<file path="src/rtl/pkt_axi_master.sv">
// pkt_axi_master: single-outstanding AXI4 INCR burst master fed by a command port and data streams.
// Define PKT_AXI_MASTER_TIMEOUT_EN to build the stall watchdog that drives timeout_o.
module pkt_axi_master #(
    parameter int unsigned TIMEOUT_CYCLES = 1024
) (
    input  logic        clk,
    input  logic        reset,
    input  logic        cmd_valid,
    output logic        cmd_ready,
    input  logic        cmd_write,
    input  logic [31:0] cmd_addr,
    input  logic [7:0]  cmd_len,
    input  logic        wd_valid,
    output logic        wd_ready,
    input  logic [31:0] wd_data,
    output logic        rd_valid,
    input  logic        rd_ready,
    output logic [31:0] rd_data,
    output logic        rd_last,
    output logic        done_o,
    output logic        resp_err_o,
    output logic        timeout_o,
    output logic [31:0] m_axi_awaddr,
    output logic [7:0]  m_axi_awlen,
    output logic [2:0]  m_axi_awsize,
    output logic [1:0]  m_axi_awburst,
    output logic        m_axi_awvalid,
    input  logic        m_axi_awready,
    output logic [31:0] m_axi_wdata,
    output logic [3:0]  m_axi_wstrb,
    output logic        m_axi_wlast,
    output logic        m_axi_wvalid,
    input  logic        m_axi_wready,
    input  logic [1:0]  m_axi_bresp,
    input  logic        m_axi_bvalid,
    output logic        m_axi_bready,
    output logic [31:0] m_axi_araddr,
    output logic [7:0]  m_axi_arlen,
    output logic [2:0]  m_axi_arsize,
    output logic [1:0]  m_axi_arburst,
    output logic        m_axi_arvalid,
    input  logic        m_axi_arready,
    input  logic [31:0] m_axi_rdata,
    input  logic [1:0]  m_axi_rresp,
    input  logic        m_axi_rlast,
    input  logic        m_axi_rvalid,
    output logic        m_axi_rready
);

    typedef enum logic [2:0] {
        S_IDLE,
        S_AW,
        S_W,
        S_B,
        S_AR,
        S_R
    } state_t;

    state_t      state_q, state_d;
    logic [31:0] addr_q, addr_d;
    logic [7:0]  len_q, len_d;
    logic [7:0]  beat_q, beat_d;
    logic        rerr_q, rerr_d;
    logic        done_q, done_d;
    logic        resp_err_q, resp_err_d;

    // Legal TIMEOUT_CYCLES range is 1..65535; nothing is built for it here.
    if (TIMEOUT_CYCLES == 0 || TIMEOUT_CYCLES > 65535) begin : g_timeout_cycles_out_of_range
    end

    always_ff @(posedge clk) begin
        if (reset) begin
            state_q    <= S_IDLE;
            addr_q     <= '0;
            len_q      <= '0;
            beat_q     <= '0;
            rerr_q     <= 1'b0;
            done_q     <= 1'b0;
            resp_err_q <= 1'b0;
        end else begin
            state_q    <= state_d;
            addr_q     <= addr_d;
            len_q      <= len_d;
            beat_q     <= beat_d;
            rerr_q     <= rerr_d;
            done_q     <= done_d;
            resp_err_q <= resp_err_d;
        end
    end

    always_comb begin
        state_d    = state_q;
        addr_d     = addr_q;
        len_d      = len_q;
        beat_d     = beat_q;
        rerr_d     = rerr_q;
        done_d     = 1'b0;
        resp_err_d = 1'b0;

        cmd_ready     = (state_q == S_IDLE);
        m_axi_awaddr  = addr_q;
        m_axi_awlen   = len_q;
        m_axi_awsize  = 3'b010;
        m_axi_awburst = 2'b01;
        m_axi_awvalid = (state_q == S_AW);
        m_axi_wdata   = wd_data;
        m_axi_wstrb   = '1;
        m_axi_wvalid  = (state_q == S_W) && wd_valid;
        m_axi_wlast   = (state_q == S_W) && (beat_q == len_q);
        wd_ready      = (state_q == S_W) && m_axi_wready;
        m_axi_bready  = (state_q == S_B);
        m_axi_araddr  = addr_q;
        m_axi_arlen   = len_q;
        m_axi_arsize  = 3'b010;
        m_axi_arburst = 2'b01;
        m_axi_arvalid = (state_q == S_AR);
        m_axi_rready  = (state_q == S_R) && rd_ready;
        rd_valid      = (state_q == S_R) && m_axi_rvalid;
        rd_data       = m_axi_rdata;
        rd_last       = (state_q == S_R) && m_axi_rlast;

        unique case (state_q)
            S_IDLE: begin
                if (cmd_valid) begin
                    addr_d  = cmd_addr;
                    len_d   = cmd_len;
                    beat_d  = '0;
                    rerr_d  = 1'b0;
                    state_d = cmd_write ? S_AW : S_AR;
                end
            end
            S_AW: begin
                if (m_axi_awready) state_d = S_W;
            end
            S_W: begin
                if (wd_valid && m_axi_wready) begin
                    if (beat_q == len_q) begin
                        beat_d  = '0;
                        state_d = S_B;
                    end else begin
                        beat_d = beat_q + 8'd1;
                    end
                end
            end
            S_B: begin
                if (m_axi_bvalid) begin
                    done_d     = 1'b1;
                    resp_err_d = (m_axi_bresp != 2'b00);
                    state_d    = S_IDLE;
                end
            end
            S_AR: begin
                if (m_axi_arready) state_d = S_R;
            end
            S_R: begin
                // rlast always ends the burst; a beat count that disagrees with len is reported as an error.
                if (m_axi_rvalid && rd_ready) begin
                    if (m_axi_rlast) begin
                        done_d     = 1'b1;
                        resp_err_d = rerr_q || (m_axi_rresp != 2'b00) || (beat_q != len_q);
                        beat_d     = '0;
                        state_d    = S_IDLE;
                    end else begin
                        beat_d = beat_q + 8'd1;
                        if ((m_axi_rresp != 2'b00) || (beat_q == len_q)) rerr_d = 1'b1;
                    end
                end
            end
            default: state_d = S_IDLE;
        endcase
    end

    assign done_o     = done_q;
    assign resp_err_o = resp_err_q;

`ifdef PKT_AXI_MASTER_TIMEOUT_EN
    localparam logic [15:0] TIMEOUT_LIMIT = 16'(TIMEOUT_CYCLES);

    logic [15:0] stall_q, stall_d;
    logic        timeout_q, timeout_d;
    logic        progress;

    always_ff @(posedge clk) begin
        if (reset) begin
            stall_q   <= '0;
            timeout_q <= 1'b0;
        end else begin
            stall_q   <= stall_d;
            timeout_q <= timeout_d;
        end
    end

    always_comb begin
        progress = (state_d != state_q)
                 || (m_axi_awvalid && m_axi_awready)
                 || (m_axi_wvalid && m_axi_wready)
                 || (m_axi_bvalid && m_axi_bready)
                 || (m_axi_arvalid && m_axi_arready)
                 || (m_axi_rvalid && m_axi_rready);
        stall_d   = stall_q;
        timeout_d = timeout_q;
        if ((state_q == S_IDLE) || progress) begin
            stall_d = '0;
        end else if (stall_q != '1) begin
            stall_d = stall_q + 16'd1;
        end
        if (stall_d >= TIMEOUT_LIMIT) timeout_d = 1'b1;
    end

    assign timeout_o = timeout_q;
`else
    assign timeout_o = 1'b0;
`endif

endmodule

</file>
<file path="config.mk">
export PLATFORM = sky130hd
export DESIGN_NAME = pkt_axi_master
export DESIGN_NICKNAME = d
export VERILOG_FILES = /design/src/rtl/pkt_axi_master.sv
export SDC_FILE = /design/constraint.sdc
export NUM_CORES = 1
export LEC_CHECK = 0
export ABC_CLOCK_PERIOD_IN_PS = 2300
export CAP_MARGIN = 25
export CORE_AREA = 2 2 111 113
export DETAILED_ROUTE_END_ITERATION = 10
export DIE_AREA = 0 0 113 115
export GPL_ROUTABILITY_DRIVEN = 0
export PLACE_DENSITY = 0.78
export SKIP_LAST_GASP = 1
export SYNTH_ARGS = -nofsm -noshare
export SYNTH_HDL_FRONTEND = slang
export SYNTH_SLANG_ARGS = --single-unit
</file>
<file path="constraint.sdc">
create_clock -name clk -period 2.3 [get_ports clk]
set_input_delay 0.46 -clock clk [delete_from_list [all_inputs] [get_ports clk]]
set_output_delay 0.46 -clock clk [all_outputs]
set_load 0.005 [all_outputs]
</file>
==> results of run 1 <==
-- worst min-delay path by stage --
| stage | endpoint | slack, ns | cells after the start |
|---|---|---|---|
| CTS | rerr_q$_SDFFE_PP0P_ | 0.46 | 2 |
| global route | rerr_q$_SDFFE_PP0P_ | 0.49 | 2 |
| floorplan | rerr_q$_SDFFE_PP0P_ | 0.43 | 2 |
| finish | rerr_q$_SDFFE_PP0P_ | 0.47 | 2 |
| detailed placement | rerr_q$_SDFFE_PP0P_ | 0.44 | 2 |
| global placement | rerr_q$_SDFFE_PP0P_ | 0.44 | 2 |
-- synthesized netlist by cell type, types with 5 or more instances --
library cell,instances
sky130_fd_sc_hd__clkbuf_1,10
sky130_fd_sc_hd__nand3_1,5
sky130_fd_sc_hd__nor2b_1,5
sky130_fd_sc_hd__dfxtp_1,54
sky130_fd_sc_hd__and2_1,8
sky130_fd_sc_hd__nand2_1,95
sky130_fd_sc_hd__a21oi_1,46
sky130_fd_sc_hd__nor2_1,9
sky130_fd_sc_hd__xor2_1,8
sky130_fd_sc_hd__buf_2,8
sky130_fd_sc_hd__o21ai_0,5
sky130_fd_sc_hd__buf_4,119
-- power by group --
group / leakage [nW] / total, mW / internal (mW) / switching, mW
registers: 0.444 / 1.32 / 1.12 / 0.203
clock network: 0.0760 / 0.868 / 0.514 / 0.354
logic: 1.07 / 2.05 / 1.12 / 0.928
-- flip-flops by register name (all words and copies together) (netlist names) --
name / flops
m_axi_araddr: 32
beat_q: 8
m_axi_arlen: 8
state_q: 3
done_o: 1
rerr_q: 1
resp_err_o: 1
-- what timing repair did --
action,in CTS,in global routing
setup endpoints to repair,1,7
buffers inserted,1,0
gates resized for setup,6,1
pin swaps,1,0
-- metal layers --
metal / global-route usage (%) / vias to the layer above / wire length, um
met4: 6.83 / 0 / 310
met2: 23.4 / 154 / 4620
met1: 14.4 / 1328 / 3310
li1: - / 1351 / -
met3: 4.96 / 35 / 787
met5: 0 / - / 0
-- worst max-delay path, cell delays in order (launching register included) --
cell	delay [ns]
sky130_fd_sc_hd__dfxtp_1	0.55
sky130_fd_sc_hd__and3b_1	0.28
sky130_fd_sc_hd__and2_1	0.17
sky130_fd_sc_hd__clkdlybuf4s50_1	0.51
-- logic make-up after synthesis --
kind of cell / count (synthesis) / synth area share [%]
AOI/OAI and AO/OA: 78 / 14.5
xor gates and xnor gates: 8 / 2.12
adders and majority gates: 1 / 0.379
buffers and inverters: 140 / 29.8
DFF: 54 / 32.7
muxes: 2 / 0.644
other: 2 / 0.227
and+or+nand+nor: 140 / 19.7
-- area by class of cell --
cell class	instances	area, um2
sequential	54	1090
tap	147	184
inverter	2	7.51
clock inverter	3	45.0
timing repair buffer	159	1570
multi-input combinational	244	1290
clock buffer	5	125
fill	1190	7500
==> metrics.log, run 1 <==
INFO  metric place_worst_setup_slack = about 0.016 ns
INFO  metric grt_max_degree = 42
INFO  metric reg2regPathDepth = 6
INFO  metric worst_slew_margin = roughly 52%
INFO  metric clock_skews = 0.00604 ns
INFO  metric cts_root_buffer = sky130_fd_sc_hd__clkbuf_16
INFO  metric die_h = about 120 um
INFO  metric cts_inserted_buffers = 5
INFO  metric rows = 40
INFO  metric initial_core_utilization = 28.0%
INFO  metric cts_buffer_depth = 2
INFO  metric top_cell_type_s_share_of_synthesized_area = 32.7%
INFO  metric synthToLayoutAreaGrowth = 30.3%
INFO  metric gr-total-overflow = 0
INFO  metric netlist.top_cell.by_area = sky130_fd_sc_hd__dfxtp_1
INFO  metric final.setup.tns = 0 ns
INFO  metric worst_setup_path_endpoint = rd_last
INFO  metric max_cap_violations = 0
INFO  metric r2r-start = state_q[2]$_SDFFE_PP0P_
INFO  metric mostFrequentLayoutCell = sky130_fd_sc_hd__clkdlybuf4s50_1
INFO  metric criticalPathCategory = reg -> out
INFO  metric port-buffer-count = between 100 and 150
INFO  metric synth_top_cells_by_area = sky130_fd_sc_hd__dfxtp_1 33%, sky130_fd_sc_hd__buf_4 27%, sky130_fd_sc_hd__nand2_1 11%
INFO  metric htree_levels = 2
INFO  metric ff2ff_setup_slack = 0.31 ns
INFO  metric drc = 7
INFO  metric critical_path_required = 1.84 ns
INFO  metric core-area = ~0.012 mm2
INFO  metric final_cell_area = approximately 0.0043 mm2
INFO  metric startpoint_type = flip-flop
INFO  metric fin_hold_ws = around 0.47 ns
INFO  metric num-nets-final = between 500 and 600
INFO  metric timing.rr.end = beat_q[4]$_SDFFE_PP0P_
INFO  metric netlist_area = 0.00330 mm2
INFO  metric totalPowerFinal = 4.24 mW
INFO  metric postLayoutSetupSlackWorst = 0.0326 ns
INFO  metric drv_slew = 0
INFO  metric worst_setup_path_start = state_q[2]$_SDFFE_PP0P_
INFO  metric die-width = roughly 110 um
INFO  metric power.density = 984 mW/mm2
INFO  metric numClockSinks = 54
INFO  metric synth_enable_flop_cells = 0
INFO  metric n_antenna_cell = 0
INFO  metric drive_gt1_share = 7.07%
INFO  metric timing_worst_slew_pin_value = 0.708 ns
INFO  metric synth.ff_latch_count = 54
INFO  metric via_count_of_the_first_global_routing_pass = between 2k and 3k
INFO  metric track_usage = 13.4%
INFO  metric ir_worst_vdd = 0.000322 V
INFO  metric async_reset_ff_share = 0%
INFO  metric firstDrtPassIters = 10
INFO  metric min-delay-path-class = reg -> reg
INFO  metric grt_antenna_before_repair = 1
INFO  metric outcome = complete, but fails checks
INFO  metric post_drt_via_cell_ratio = 4.67
INFO  metric fp.dieArea = 0.0130 mm2
INFO  metric hold_start = rerr_q$_SDFFE_PP0P_
INFO  metric post_synth.cell_area_avg = 7.78 um2
INFO  metric crit_arrival = between 1.5 and 2 ns
INFO  metric dp.cells = 605
INFO  metric synth_cell_types = 44
INFO  metric setup.worst_path.end_class = output port
INFO  metric final.min_clock_period = 2.27 ns
INFO  metric drt-wirelength-per-cell = 14.7 um
INFO  metric cts_tree = done
INFO  metric first_pass_grt_wire_length = 14000 um
INFO  metric finalCritPeriodShare = 98.6%
INFO  metric worst-path-max-fanout = 13
INFO  metric synth-warning-count = 0
INFO  metric antenna_left = 0
INFO  metric clkLatencyLatePin = between 0.2 and 0.3 ns
INFO  metric p_leak = 1.59 nW
INFO  metric utilization = 36.5%
INFO  metric io-pin-count = 291
INFO  metric placed_area = between 0.004 and 0.005 mm2
INFO  metric grt_setup_unrepaired = yes
INFO  metric hold_viol = 0
INFO  metric number_of_standard_cells_after_synthesis = between 400 and 500
INFO  metric clkTransAtPathRegs = ~0.07 ns
INFO  metric hold_buffer_count_at_cts = 0
INFO  metric failing_checks = DRC
INFO  metric synthFlopType = sky130_fd_sc_hd__dfxtp_1
INFO  metric num_vias = 2868
INFO  metric place.detailed.hpwl = 6910 um
INFO  metric setup_viol = 0
INFO  metric final_cell_mix = 145 x sky130_fd_sc_hd__clkdlybuf4s50_1, 95 x sky130_fd_sc_hd__nand2_1, 48 x sky130_fd_sc_hd__dfxtp_1
INFO  metric detailedRoute.firstIterationViolations = 90
INFO  metric post_detailed_routing_wire_length = 9030 um
INFO  metric ys_seq_area_share = between 30% and 40%
INFO  metric fin_cells = about 600
INFO  metric max_freq = 441 MHz
No activity file was read; power rests on OpenSTA's default activity.
==> run 2: changes to the inputs <==
Settings changed: ABC_CLOCK_PERIOD_IN_PS 2300 to 2600.
Clock period 2.3 ns to 2.6 ns, I/O delays scaled along.
==> run 2 against run 1 <==
The run still ends with DRC left. Critical path depth did not move. Register-to-register slack improved by 0.23 ns. First-iteration DRC count rose by 34%. Sequential power fell by 11%. Sequential share of layout area rose by 0.41 points. Clock-buffer cell count rose by 2. Cell area fell by 1.8%. Combinational power fell by 15%. Utilization fell by 0.67 points. Largest power group unchanged.
==> metrics.log, run 2 (same netlist as run 1, synthesis figures left out) <==
INFO  metric outcome = complete, but fails checks
INFO  metric failing_checks = DRC
INFO  metric largest_reg_flops = 32 (unchanged)
INFO  metric critical_path_required = 2.08 ns (+0.24 ns)
INFO  metric die-width = 113 um (unchanged)
INFO  metric setup.worst_path.end_class = output port
INFO  metric global_route_hottest_layer = met2
INFO  metric clkTransAtPathRegs = 0.07 ns (about the same)
INFO  metric num-nets-final = 583 (-0.68%)
INFO  metric worst-path-max-fanout = 13 (unchanged)
INFO  metric post_detailed_routing_wire_length = 8990 um (-0.40%)
INFO  metric initial_core_utilization = 28.0% (unchanged)
INFO  metric cts_inserted_buffers = 5 (unchanged)
INFO  metric cts_buffer_depth = 2 (unchanged)
INFO  metric grt_setup_unrepaired = no
INFO  metric post_drt_via_cell_ratio = 4.70 (+0.61%)
INFO  metric critical_path.cell_chain = and3b_1 -> and2_1 -> clkdlybuf4s50_1
INFO  metric utilization = 35.8% (-0.67 points)
INFO  metric fp.dieArea = 0.0130 mm2 (unchanged)
INFO  metric port-buffer-count = 147 (unchanged)
INFO  metric place.detailed.hpwl = 6750 um (-2.2%)
INFO  metric core-area = 0.0118 mm2 (unchanged)
INFO  metric fin_hold_ws = 0.474 ns (+0.00620 ns)
INFO  metric clkLatencyLatePin = 0.29 ns (about the same)
INFO  metric drv_slew = 0 (unchanged)
INFO  metric htree_levels = 2 (unchanged)
INFO  metric fillerInstances = 1186 (-0.34%)
INFO  metric criticalPathCategory = reg -> out
INFO  metric max_cap_violations = 0 (unchanged)
INFO  metric die_h = 115 um (unchanged)
INFO  metric numClockSinks = 54 (unchanged)
INFO  metric drt-wirelength-per-cell = 14.8 um (+0.42%)
INFO  metric firstDrtPassIters = 7 (-3)
INFO  metric worst_slew_margin = 54.8% (+2.6 points)
INFO  metric detailedRoute.firstIterationViolations = 121 (+34%)
INFO  metric num_vias = 2862 (-0.21%)
INFO  metric min-delay-path-class = reg -> reg
INFO  metric rows = 40 (unchanged)
INFO  metric via_count_of_the_first_global_routing_pass = 2766 (-2.3%)
INFO  metric hold_buffer_count_at_cts = 0 (unchanged)
INFO  metric setup_viol = 0 (unchanged)
INFO  metric n_antenna_cell = 0 (unchanged)
INFO  metric antenna_left = 0 (unchanged)
INFO  metric cp_slowest_cell = sky130_fd_sc_hd__dfxtp_1
INFO  metric gr-total-overflow = 0 (unchanged)
INFO  metric final_cell_mix = 145 x sky130_fd_sc_hd__clkdlybuf4s50_1, 95 x sky130_fd_sc_hd__nand2_1, 50 x sky130_fd_sc_hd__dfxtp_1
INFO  metric clock_skews = 0.00439 ns (-0.00165 ns)
INFO  metric startpoint_type = flip-flop
INFO  metric io-pin-count = 291 (unchanged)
INFO  metric cts_tree = done
INFO  metric cts_root_buffer = sky130_fd_sc_hd__clkbuf_16
INFO  metric synthToLayoutAreaGrowth = 27.9%
INFO  metric mostFrequentLayoutCell = sky130_fd_sc_hd__clkdlybuf4s50_1
INFO  metric worst_path_largest_cell_delay = 0.55 ns (about the same)
INFO  metric ir_worst_vdd = 0.000316 V (-1.8%)
INFO  metric timing_worst_slew_pin_value = 0.673 ns (-0.0347 ns)
INFO  metric final.min_clock_period = about 2.4 ns
INFO  metric max_freq = 413 MHz
INFO  metric grt_max_degree = 42 (unchanged)
INFO  metric final.setup.tns = 0 ns (unchanged)
INFO  metric drive_gt1_share = 5.19% (-1.9 points)
INFO  metric global_route_met2_usage = 23.1% (-0.32 points)
INFO  metric p_leak = 1.57 nW (-1.5%)
INFO  metric first_pass_grt_wire_length = 13800 um (-1.1%)
INFO  metric drc = 7 (unchanged)
INFO  metric power.density = 842 mW/mm2 (-14%)
INFO  metric grt_antenna_before_repair = 0 (-1)
INFO  metric met1_usage = 14.4% (+0.069 points)
INFO  metric crit_arrival = 1.90 ns (+0.09 ns)
INFO  metric hold_viol = 0 (unchanged)
INFO  metric grt.met3_usage = 4.48% (-0.47 points)
INFO  metric finalCritPeriodShare = 93.1%
INFO  metric track_usage = 13.4% (-0.065 points)
## run 2: changes by cell type in the layout (fill, tap and decap cells not counted), sizes merged
cell	before	now
buf	13	9
clkbuf	5	7
clkinvlp	2	0
bufinv	1	0
dlygate4sd2	1	0
dlymetal6s2s	0	1
## run 2: power breakdown
group	internal, mW	switching [mW]	leakage, nW
registers	0.989	0.179	0.443
clock network	0.353	0.289	0.0640
logic	0.933	0.819	1.06
## run 2: metrics by stage
stage | area (um2) | std cells | total power, mW | setup WS (ns)
finish | 4230 | 609 | 3.56 | 0.179
global route | 4230 | 609 | 3.81 | 0.0733
CTS | 4210 | 608 | 3.60 | 0.0219
detailed placement | 4080 | 601 | 2.94 | 0.260
global placement | 4080 | 601 | 2.89 | 0.340
floorplan | 3350 | 438 | 2.26 | 0.836
## run 2: path summary, 6_finish.rpt
check                                                    from                            end  slack [ns]  cells after the start
worst min-delay path            m_axi_araddr[18]$_SDFFE_PP0P_  m_axi_araddr[18]$_SDFFE_PP0P_        0.47                      2
worst max register to register        state_q[0]$_SDFFE_PP0P_         beat_q[7]$_SDFFE_PP0P_        0.54                      5
worst max-delay path                  state_q[0]$_SDFFE_PP0P_                        rd_last        0.18                      3
worst min register to register  m_axi_araddr[18]$_SDFFE_PP0P_  m_axi_araddr[18]$_SDFFE_PP0P_        0.47                      2
## run 2: final cells by class
class	count	area, um2	share of cell area (%)
Inverter	2	7.51	0.178
Tap cell	147	184	4.35
Clock buffer	7	133	3.14
Timing Repair Buffer	155	1530	36.2
Multi-Input combinational cell	244	1290	30.5
Sequential cell	54	1090	25.7
## run 2: worst max-delay path, delay by kind of cell, from the launching register on
kind	cells	cell delay (ns)
buf+inv	1	0.51
flops	1	0.55
simple gates	2	0.54
## run 2: metal layers
| layer | up-vias | wire length [um] |
|---|---|---|
| li1 | 1343 | - |
| met1 | 1326 | 3390 |
| met2 | 159 | 4500 |
| met3 | 34 | 762 |
| met4 | 0 | 346 |
| met5 | - | 0 |
## run 2: timing repair
item	in CTS	in global routing
gates resized for setup	0	5
buffers inserted	0	1
endpoints found under the hold margin	0	0
endpoints found under the setup margin	0	1
==> run 3: changes to the inputs <==
Settings changed: CTS_CLUSTER_DIAMETER set to 40.
==> results of run 3 <==
Final layout, timing and power as in run 2 (identical DEF).
